<file path="src/rtl/moving_average_pkg.sv">
// ---------------------------------------------------------------------------
// moving_average_pkg
// Shared sizing helpers and arithmetic for the moving-average filter.
//   sum_width      : width of the running sum (DATA_W + LOG2_DEPTH)
//   win_sel_width  : width of the window-exponent select port
//   clamp_win      : limits a window exponent to LOG2_DEPTH
//   div_round      : divide by 2^k, optionally rounding half up
// ---------------------------------------------------------------------------
package moving_average_pkg;

    // Running-sum width: a full window of maximum samples never overflows it.
    function automatic int sum_width(input int data_w, input int log2_depth);
        return data_w + log2_depth;
    endfunction

    // Window-select width; at least one bit even for a single-tap build.
    function automatic int win_sel_width(input int log2_depth);
        int w;
        w = $clog2(log2_depth + 1);
        if (w < 1) begin
            w = 1;
        end else begin
            w = w;
        end
        return w;
    endfunction

    // Exponents above the compiled maximum select the largest window.
    function automatic logic [7:0] clamp_win(input logic [7:0] sel,
                                             input logic [7:0] log2_depth);
        logic [7:0] res;
        if (sel > log2_depth) begin
            res = log2_depth;
        end else begin
            res = sel;
        end
        return res;
    endfunction

    // sum / 2^k; with round_en the half-LSB bias gives round-half-up.
    // k = 0 has no fractional part, so no bias is added.
    function automatic logic [63:0] div_round(input logic [63:0] sum,
                                              input logic [7:0]  k,
                                              input logic        round_en);
        logic [63:0] bias;
        if (round_en && (k != 8'd0)) begin
            bias = 64'd1 << (k - 8'd1);
        end else begin
            bias = 64'd0;
        end
        return (sum + bias) >> k;
    endfunction

endpackage

</file>
<file path="src/rtl/mavg_delay_line.sv">
// ---------------------------------------------------------------------------
// mavg_delay_line
// Sample delay line for the moving-average filter. tap[0] holds the newest
// sample. The read port is combinational and returns the tap contents
// before any shift on the coming edge.
//   clk      in   clock, rising edge
//   rst      in   synchronous active-high reset, zeroes all taps
//   clr      in   synchronous clear, zeroes all taps
//   shift_en in   shift din into tap[0]
//   din      in   sample to shift in
//   rd_idx   in   tap index to read
//   rd_data  out  tap[rd_idx]
// clr together with shift_en restarts the line with din as the only
// non-zero sample (used when a new window starts on an accepted sample).
// ---------------------------------------------------------------------------
module mavg_delay_line #(
    parameter int DATA_W = 8,
    parameter int DEPTH  = 8,
    parameter int IDX_W  = $clog2(DEPTH)
) (
    input  logic              clk,
    input  logic              rst,
    input  logic              clr,
    input  logic              shift_en,
    input  logic [DATA_W-1:0] din,
    input  logic [IDX_W-1:0]  rd_idx,
    output logic [DATA_W-1:0] rd_data
);

    logic [DATA_W-1:0] taps_r [DEPTH];

    // Tap storage: reset/clear, restart-with-sample, or plain shift.
    always_ff @(posedge clk) begin
        if (rst) begin
            for (int i = 0; i < DEPTH; i++) begin
                taps_r[i] <= '0;
            end
        end else if (clr) begin
            for (int i = 1; i < DEPTH; i++) begin
                taps_r[i] <= '0;
            end
            if (shift_en) begin
                taps_r[0] <= din;
            end else begin
                taps_r[0] <= '0;
            end
        end else if (shift_en) begin
            taps_r[0] <= din;
            for (int i = 1; i < DEPTH; i++) begin
                taps_r[i] <= taps_r[i-1];
            end
        end else begin
            for (int i = 0; i < DEPTH; i++) begin
                taps_r[i] <= taps_r[i];
            end
        end
    end

    // Pre-shift tap read.
    always_comb begin
        rd_data = taps_r[rd_idx];
    end

endmodule

</file>
<file path="src/rtl/moving_average_filter.sv">
// ---------------------------------------------------------------------------
// moving_average_filter
// Streaming boxcar averager. Window = 2^k samples, k chosen at run time by
// win_sel (clamped to LOG2_DEPTH). One averaged output per accepted sample,
// one cycle after acceptance.
//   clk       in   clock, rising edge
//   rst       in   synchronous active-high reset
//   clear     in   synchronous datapath clear (drops a coincident sample)
//   win_sel   in   window exponent k
//   in_valid  in   sample strobe
//   in_data   in   sample value (unsigned)
//   out_valid out  one-cycle pulse, out_data is new
//   out_data  out  window average
//   out_full  out  at least 2^k samples since last clear/window change
// Optional build macro MOVAVG_ROUND_EN: round half up instead of truncating.
// ---------------------------------------------------------------------------
module moving_average_filter
    import moving_average_pkg::*;
#(
    parameter int DATA_W     = 8,
    parameter int LOG2_DEPTH = 3
) (
    input  logic                                 clk,
    input  logic                                 rst,
    input  logic                                 clear,
    input  logic [win_sel_width(LOG2_DEPTH)-1:0] win_sel,
    input  logic                                 in_valid,
    input  logic [DATA_W-1:0]                    in_data,
    output logic                                 out_valid,
    output logic [DATA_W-1:0]                    out_data,
    output logic                                 out_full
);

    localparam int SUM_W  = sum_width(DATA_W, LOG2_DEPTH);
    localparam int WSEL_W = win_sel_width(LOG2_DEPTH);
    localparam int CNT_W  = LOG2_DEPTH + 1;
    localparam int DEPTH  = 1 << LOG2_DEPTH;

    logic [WSEL_W-1:0]     win_r;
    logic [SUM_W-1:0]      sum_r;
    logic [CNT_W-1:0]      cnt_r;
    logic                  out_valid_r;
    logic [DATA_W-1:0]     out_data_r;
    logic                  out_full_r;

    logic [WSEL_W-1:0]     win_clamped_s;
    logic                  win_change_s;
    logic [WSEL_W-1:0]     win_eff_s;
    logic [CNT_W-1:0]      win_len_s;
    logic [LOG2_DEPTH-1:0] tap_idx_s;
    logic [DATA_W-1:0]     tap_s;
    logic [SUM_W-1:0]      sum_next_s;
    logic [CNT_W-1:0]      cnt_next_s;
    logic [DATA_W-1:0]     avg_s;
    logic                  full_next_s;
    logic                  line_clr_s;
    logic                  line_shift_s;

    // Window selection: a change takes effect in the same cycle it is seen.
    always_comb begin
        win_clamped_s = WSEL_W'(clamp_win(8'(win_sel), 8'(LOG2_DEPTH)));
        win_change_s  = (win_clamped_s != win_r);
        if (win_change_s) begin
            win_eff_s = win_clamped_s;
        end else begin
            win_eff_s = win_r;
        end
        win_len_s = CNT_W'(1) << win_eff_s;
        tap_idx_s = LOG2_DEPTH'(win_len_s - CNT_W'(1));
    end

    // Delay-line controls. A clear drops the coincident sample; a window
    // change restarts the line with the coincident sample.
    always_comb begin
        line_clr_s   = clear | win_change_s;
        line_shift_s = in_valid & ~clear;
    end

    mavg_delay_line #(
        .DATA_W (DATA_W),
        .DEPTH  (DEPTH),
        .IDX_W  (LOG2_DEPTH)
    ) u_delay_line (
        .clk      (clk),
        .rst      (rst),
        .clr      (line_clr_s),
        .shift_en (line_shift_s),
        .din      (in_data),
        .rd_idx   (tap_idx_s),
        .rd_data  (tap_s)
    );

    // Next sum / fill count for an accepted sample. The oldest tap is always
    // part of the current sum, so the subtraction never underflows.
    always_comb begin
        if (win_change_s) begin
            sum_next_s = SUM_W'(in_data);
            cnt_next_s = CNT_W'(1);
        end else begin
            sum_next_s = sum_r + SUM_W'(in_data) - SUM_W'(tap_s);
            if (cnt_r >= win_len_s) begin
                cnt_next_s = win_len_s;
            end else begin
                cnt_next_s = cnt_r + CNT_W'(1);
            end
        end
        full_next_s = (cnt_next_s == win_len_s);
    end

    // Average of the updated sum.
    always_comb begin
`ifdef MOVAVG_ROUND_EN
        avg_s = DATA_W'(div_round(64'(sum_next_s), 8'(win_eff_s), 1'b1));
`else
        avg_s = DATA_W'(sum_next_s >> win_eff_s);
`endif
    end

    // Datapath state and output registers; rst > clear > window change > sample.
    always_ff @(posedge clk) begin
        if (rst) begin
            win_r       <= win_clamped_s;
            sum_r       <= '0;
            cnt_r       <= '0;
            out_valid_r <= 1'b0;
            out_data_r  <= '0;
            out_full_r  <= 1'b0;
        end else if (clear) begin
            win_r       <= win_r;
            sum_r       <= '0;
            cnt_r       <= '0;
            out_valid_r <= 1'b0;
            out_data_r  <= '0;
            out_full_r  <= 1'b0;
        end else if (in_valid) begin
            win_r       <= win_eff_s;
            sum_r       <= sum_next_s;
            cnt_r       <= cnt_next_s;
            out_valid_r <= 1'b1;
            out_data_r  <= avg_s;
            out_full_r  <= full_next_s;
        end else if (win_change_s) begin
            // New window with no sample yet: empty, average output holds.
            win_r       <= win_clamped_s;
            sum_r       <= '0;
            cnt_r       <= '0;
            out_valid_r <= 1'b0;
            out_data_r  <= out_data_r;
            out_full_r  <= 1'b0;
        end else begin
            win_r       <= win_r;
            sum_r       <= sum_r;
            cnt_r       <= cnt_r;
            out_valid_r <= 1'b0;
            out_data_r  <= out_data_r;
            out_full_r  <= out_full_r;
        end
    end

    // Ports driven straight from registers.
    always_comb begin
        out_valid = out_valid_r;
        out_data  = out_data_r;
        out_full  = out_full_r;
    end

endmodule

</file>
<file path="config.mk">
export PLATFORM = sky130hd
export DESIGN_NAME = moving_average_filter
export DESIGN_NICKNAME = d
export VERILOG_FILES = /design/src/rtl/moving_average_pkg.sv /design/src/rtl/mavg_delay_line.sv /design/src/rtl/moving_average_filter.sv
export SDC_FILE = /design/constraint.sdc
export NUM_CORES = 1
export LEC_CHECK = 0
export ABC_AREA = 1
export CORE_MARGIN = 2
export CORE_UTILIZATION = 52
export CTS_CLUSTER_SIZE = 20
export DETAILED_ROUTE_END_ITERATION = 12
export PLACE_DENSITY = 0.7
export SLEW_MARGIN = 20
export SYNTH_ARGS = -nofsm -noshare
export SYNTH_HDL_FRONTEND = slang
export SYNTH_SLANG_ARGS = --single-unit
export TNS_END_PERCENT = 20
</file>
<file path="constraint.sdc">
create_clock -name clk -period 4.4 [get_ports clk]
set_clock_uncertainty 0.15 [all_clocks]
set_input_delay 0.88 -clock clk [delete_from_list [all_inputs] [get_ports clk]]
set_output_delay 0.88 -clock clk [all_outputs]
set_load 0.005 [all_outputs]
</file>
==> out/metrics.yaml <==
crit_end: "out_data[6]"
worst_setup_path_end_kind: "register"
io_pins: 24
final_common_cell: "nand2_1"
cts_tree: "done"
final_antenna_net_count: 0
hold_path.class: "reg -> reg"
clkSinkCount: 91
die_h_um: 101
port_buffers: 23
cts_root_buf: "clkbuf_8"
dp_slack_ns: 0.0420
grt_pass1_vias: 3934
grt_first_pass_wirelength_um: 18800
drt_iter0_drc: 227
crit_type: "in -> reg"
clk_pin_slew_ns: 0.10
irDropWorstVdd_uv: 232
vias: 4046
path_buf_inv: 2
status: "finished clean"
crit_path_start: "win_sel[1]"
via_per_inst: 5.39
synthTopCellsByArea: "edfxtp_1, dfxtp_1, nand2_1"
dieArea_um2: 10200
ys_ff_latch: 91
dieWidth_um: 101
r2r-end: "out_data[3]"
crit_arrival_ns: 4.17
final_cell_mix: "nand2_1, inv_1, nor2_1"
post-cts-setup-buffers: 0
track_usage_pct: 24.1
drt_wl_total_um: 11500
seq_area_frac_synth_pct: 47.6
rsz0062_at_grt: "no"
tightest_slew_ns: 0.804
area_delta_synth_final_pct: 11.5
cp_data_required_time_ns: 4.53
startpoint_type: "input pin"
crit_cells: 16
finalSetupTns_ns: 0
clk_latency_ns: 0.38
max_cap_violations: 0
drc_errors: 0
r2r-start: "u_delay_line.taps_r[3][3]"
p_leak_nw: 2.36
nFillCells: 844
max_freq_ghz: 0.248
syn-cell-area_um2: 4880
ctsHoldBuffers: 0
clock_path_buffers: 2
slowest_delay_ns: 0.56
syn-num-nets: 646
path_max_fanout: 9
fin_nets: 671
drive_gt1_share_pct: 7.36
powerDensity_nw_per_um2: 352
setup_violations: 0
rows: 35
numCtsBuffers: 9
cts_htree_levels: 3
grt_overflow_total: 0
relSlewSlack_pct: 46.3
reg2reg_slack_ns: 1.40
r2r_cells: 16
grt_max_degree: 45
ys_warn_count: 0
avgSynthCellArea_um2: 8.02
postCtsResizedCells: 0
hold_viol_final: 0
firstDrtPassIters: 6
dp.final_hpwl_um: 8410
diodes: 0
maxSlewViolCount: 0
avgRoutedWirePerCell_um: 15.3
worstPathCellList: "clkdlybuf4s50_1 -> nor2_4 -> inv_1 -> o211ai_1 -> o21ai_0 -> fa_1 -> ha_1 -> nand2_1 -> nor2_1 -> nand3_1 -> nand3_1 -> nand2_1 -> nand4_1 -> nand3_1 -> nor2_1 -> nor2_1"
setup_slack_ns: 0.363
antenna_found_initial: 0
period_share_pct: 91.8
design.core.area_um2: 9200
ys_types: 34
gp_congestion: 0.963
cp_top_family: "simple AND/OR/NAND/NOR gates"
yosysTopAreaCell: "edfxtp_1"
syn_inst: 609
yosys.area.top_type_share_pct: 30.7
start_util_pct: 53.1
min_period_ns: 4.04
critPathSlowestCell: "clkdlybuf4s50_1"
==> per-stage QoR <==
step / power (mW) / util (%) / hold slack [ns] / cells / area (um^2)
3_3_place_gp: 1.34 / 57.0 / 0.294 / 734 / 5240
3_5_place_dp: 1.35 / 57.0 / 0.292 / 734 / 5240
5_1_grt: 2.01 / 59.2 / 0.336 / 750 / 5450
2_1_floorplan: 1.24 / - / 0.290 / 609 / 4880
4_1_cts: 1.92 / 59.2 / 0.312 / 750 / 5450
6_report: 1.92 / 59.2 / 0.308 / 750 / 5450
==> cell type report <==
cell class              count  area, um^2  area share (%)
clock inverters             7        78.8            1.45
repair buffers             37         335            6.16
well taps                 111         139            2.55
multi-input cells         389        2050            37.6
clock buffers               9         124            2.27
inverters                 106         398            7.31
flip-flops and latches     91        2320            42.6
==> worst min-delay path by stage <==
stage / startpoint / endpoint / slack, ns / depth (start not counted)
floorplan: u_delay_line.taps_r[2][7] / u_delay_line.taps_r[3][7] / 0.29 / 2
global placement: out_data[2] / out_data[2] / 0.29 / 2
detailed placement: out_data[3] / out_data[3] / 0.29 / 2
CTS: out_data[3] / out_data[3] / 0.31 / 2
global route: out_data[3] / out_data[3] / 0.34 / 2
finish: out_data[3] / out_data[3] / 0.31 / 2
==> tightest hold or removal path, delay by kind of cell (launching register included) <==
family,cells,cell delay (ns)
simple gates,2,0.10
flops,1,0.32
==> power by group <==
| group | internal [mW] | switching [mW] |
|---|---|---|
| logic | 0.143 | 0.259 |
| clock network | 0.226 | 0.353 |
| registers | 0.921 | 0.0153 |
| total | 1.29 | 0.628 |
==> synth_stat cells, drive strengths merged <==
library cell,n
nand2,142
inv,104
nor2,73
edfxtp,50
o21ai,46
dfxtp,41
nand3,37
a21oi,30
ha,15
buf,12
clkbuf,11
nand4,10
fa,8
o211ai,5
a21o,4
xnor2,4
nand3b,3
o221ai,3
o22ai,3
clkinv,2
or2,2
xor2,2
a22o,1
o31ai,1
==> registers in the layout, summed over array words and instances, names as in the netlist <==
name and cells:
u_delay_line.taps_r 64, sum_r 11, out_data 8, cnt_r 4, win_r 2, out_full 1
out_valid 1
==> logic make-up (layout without fill, tap and decap cells) <==
logic type,count (synthesis),after routing,share of synthesized area (%)
XOR/XNOR,6,6,1.08
adder cells (fa/ha/maj),23,23,7.12
AO/OA/AOI/OAI,93,93,10.6
flip-flops,91,91,47.6
buffers and inverters,129,159,10.5
AND/OR/NAND/NOR,267,267,23.2
==> layer usage <==
layer  wire length, um  GRT usage, %  vias up
met4               481          12.8        0
met5                 0             0        -
met3               601          4.92       40
met1              4800          28.3     1872
li1                  -             -     2009
met2              5570          41.3      125
Power figures use the tool's default switching activity.
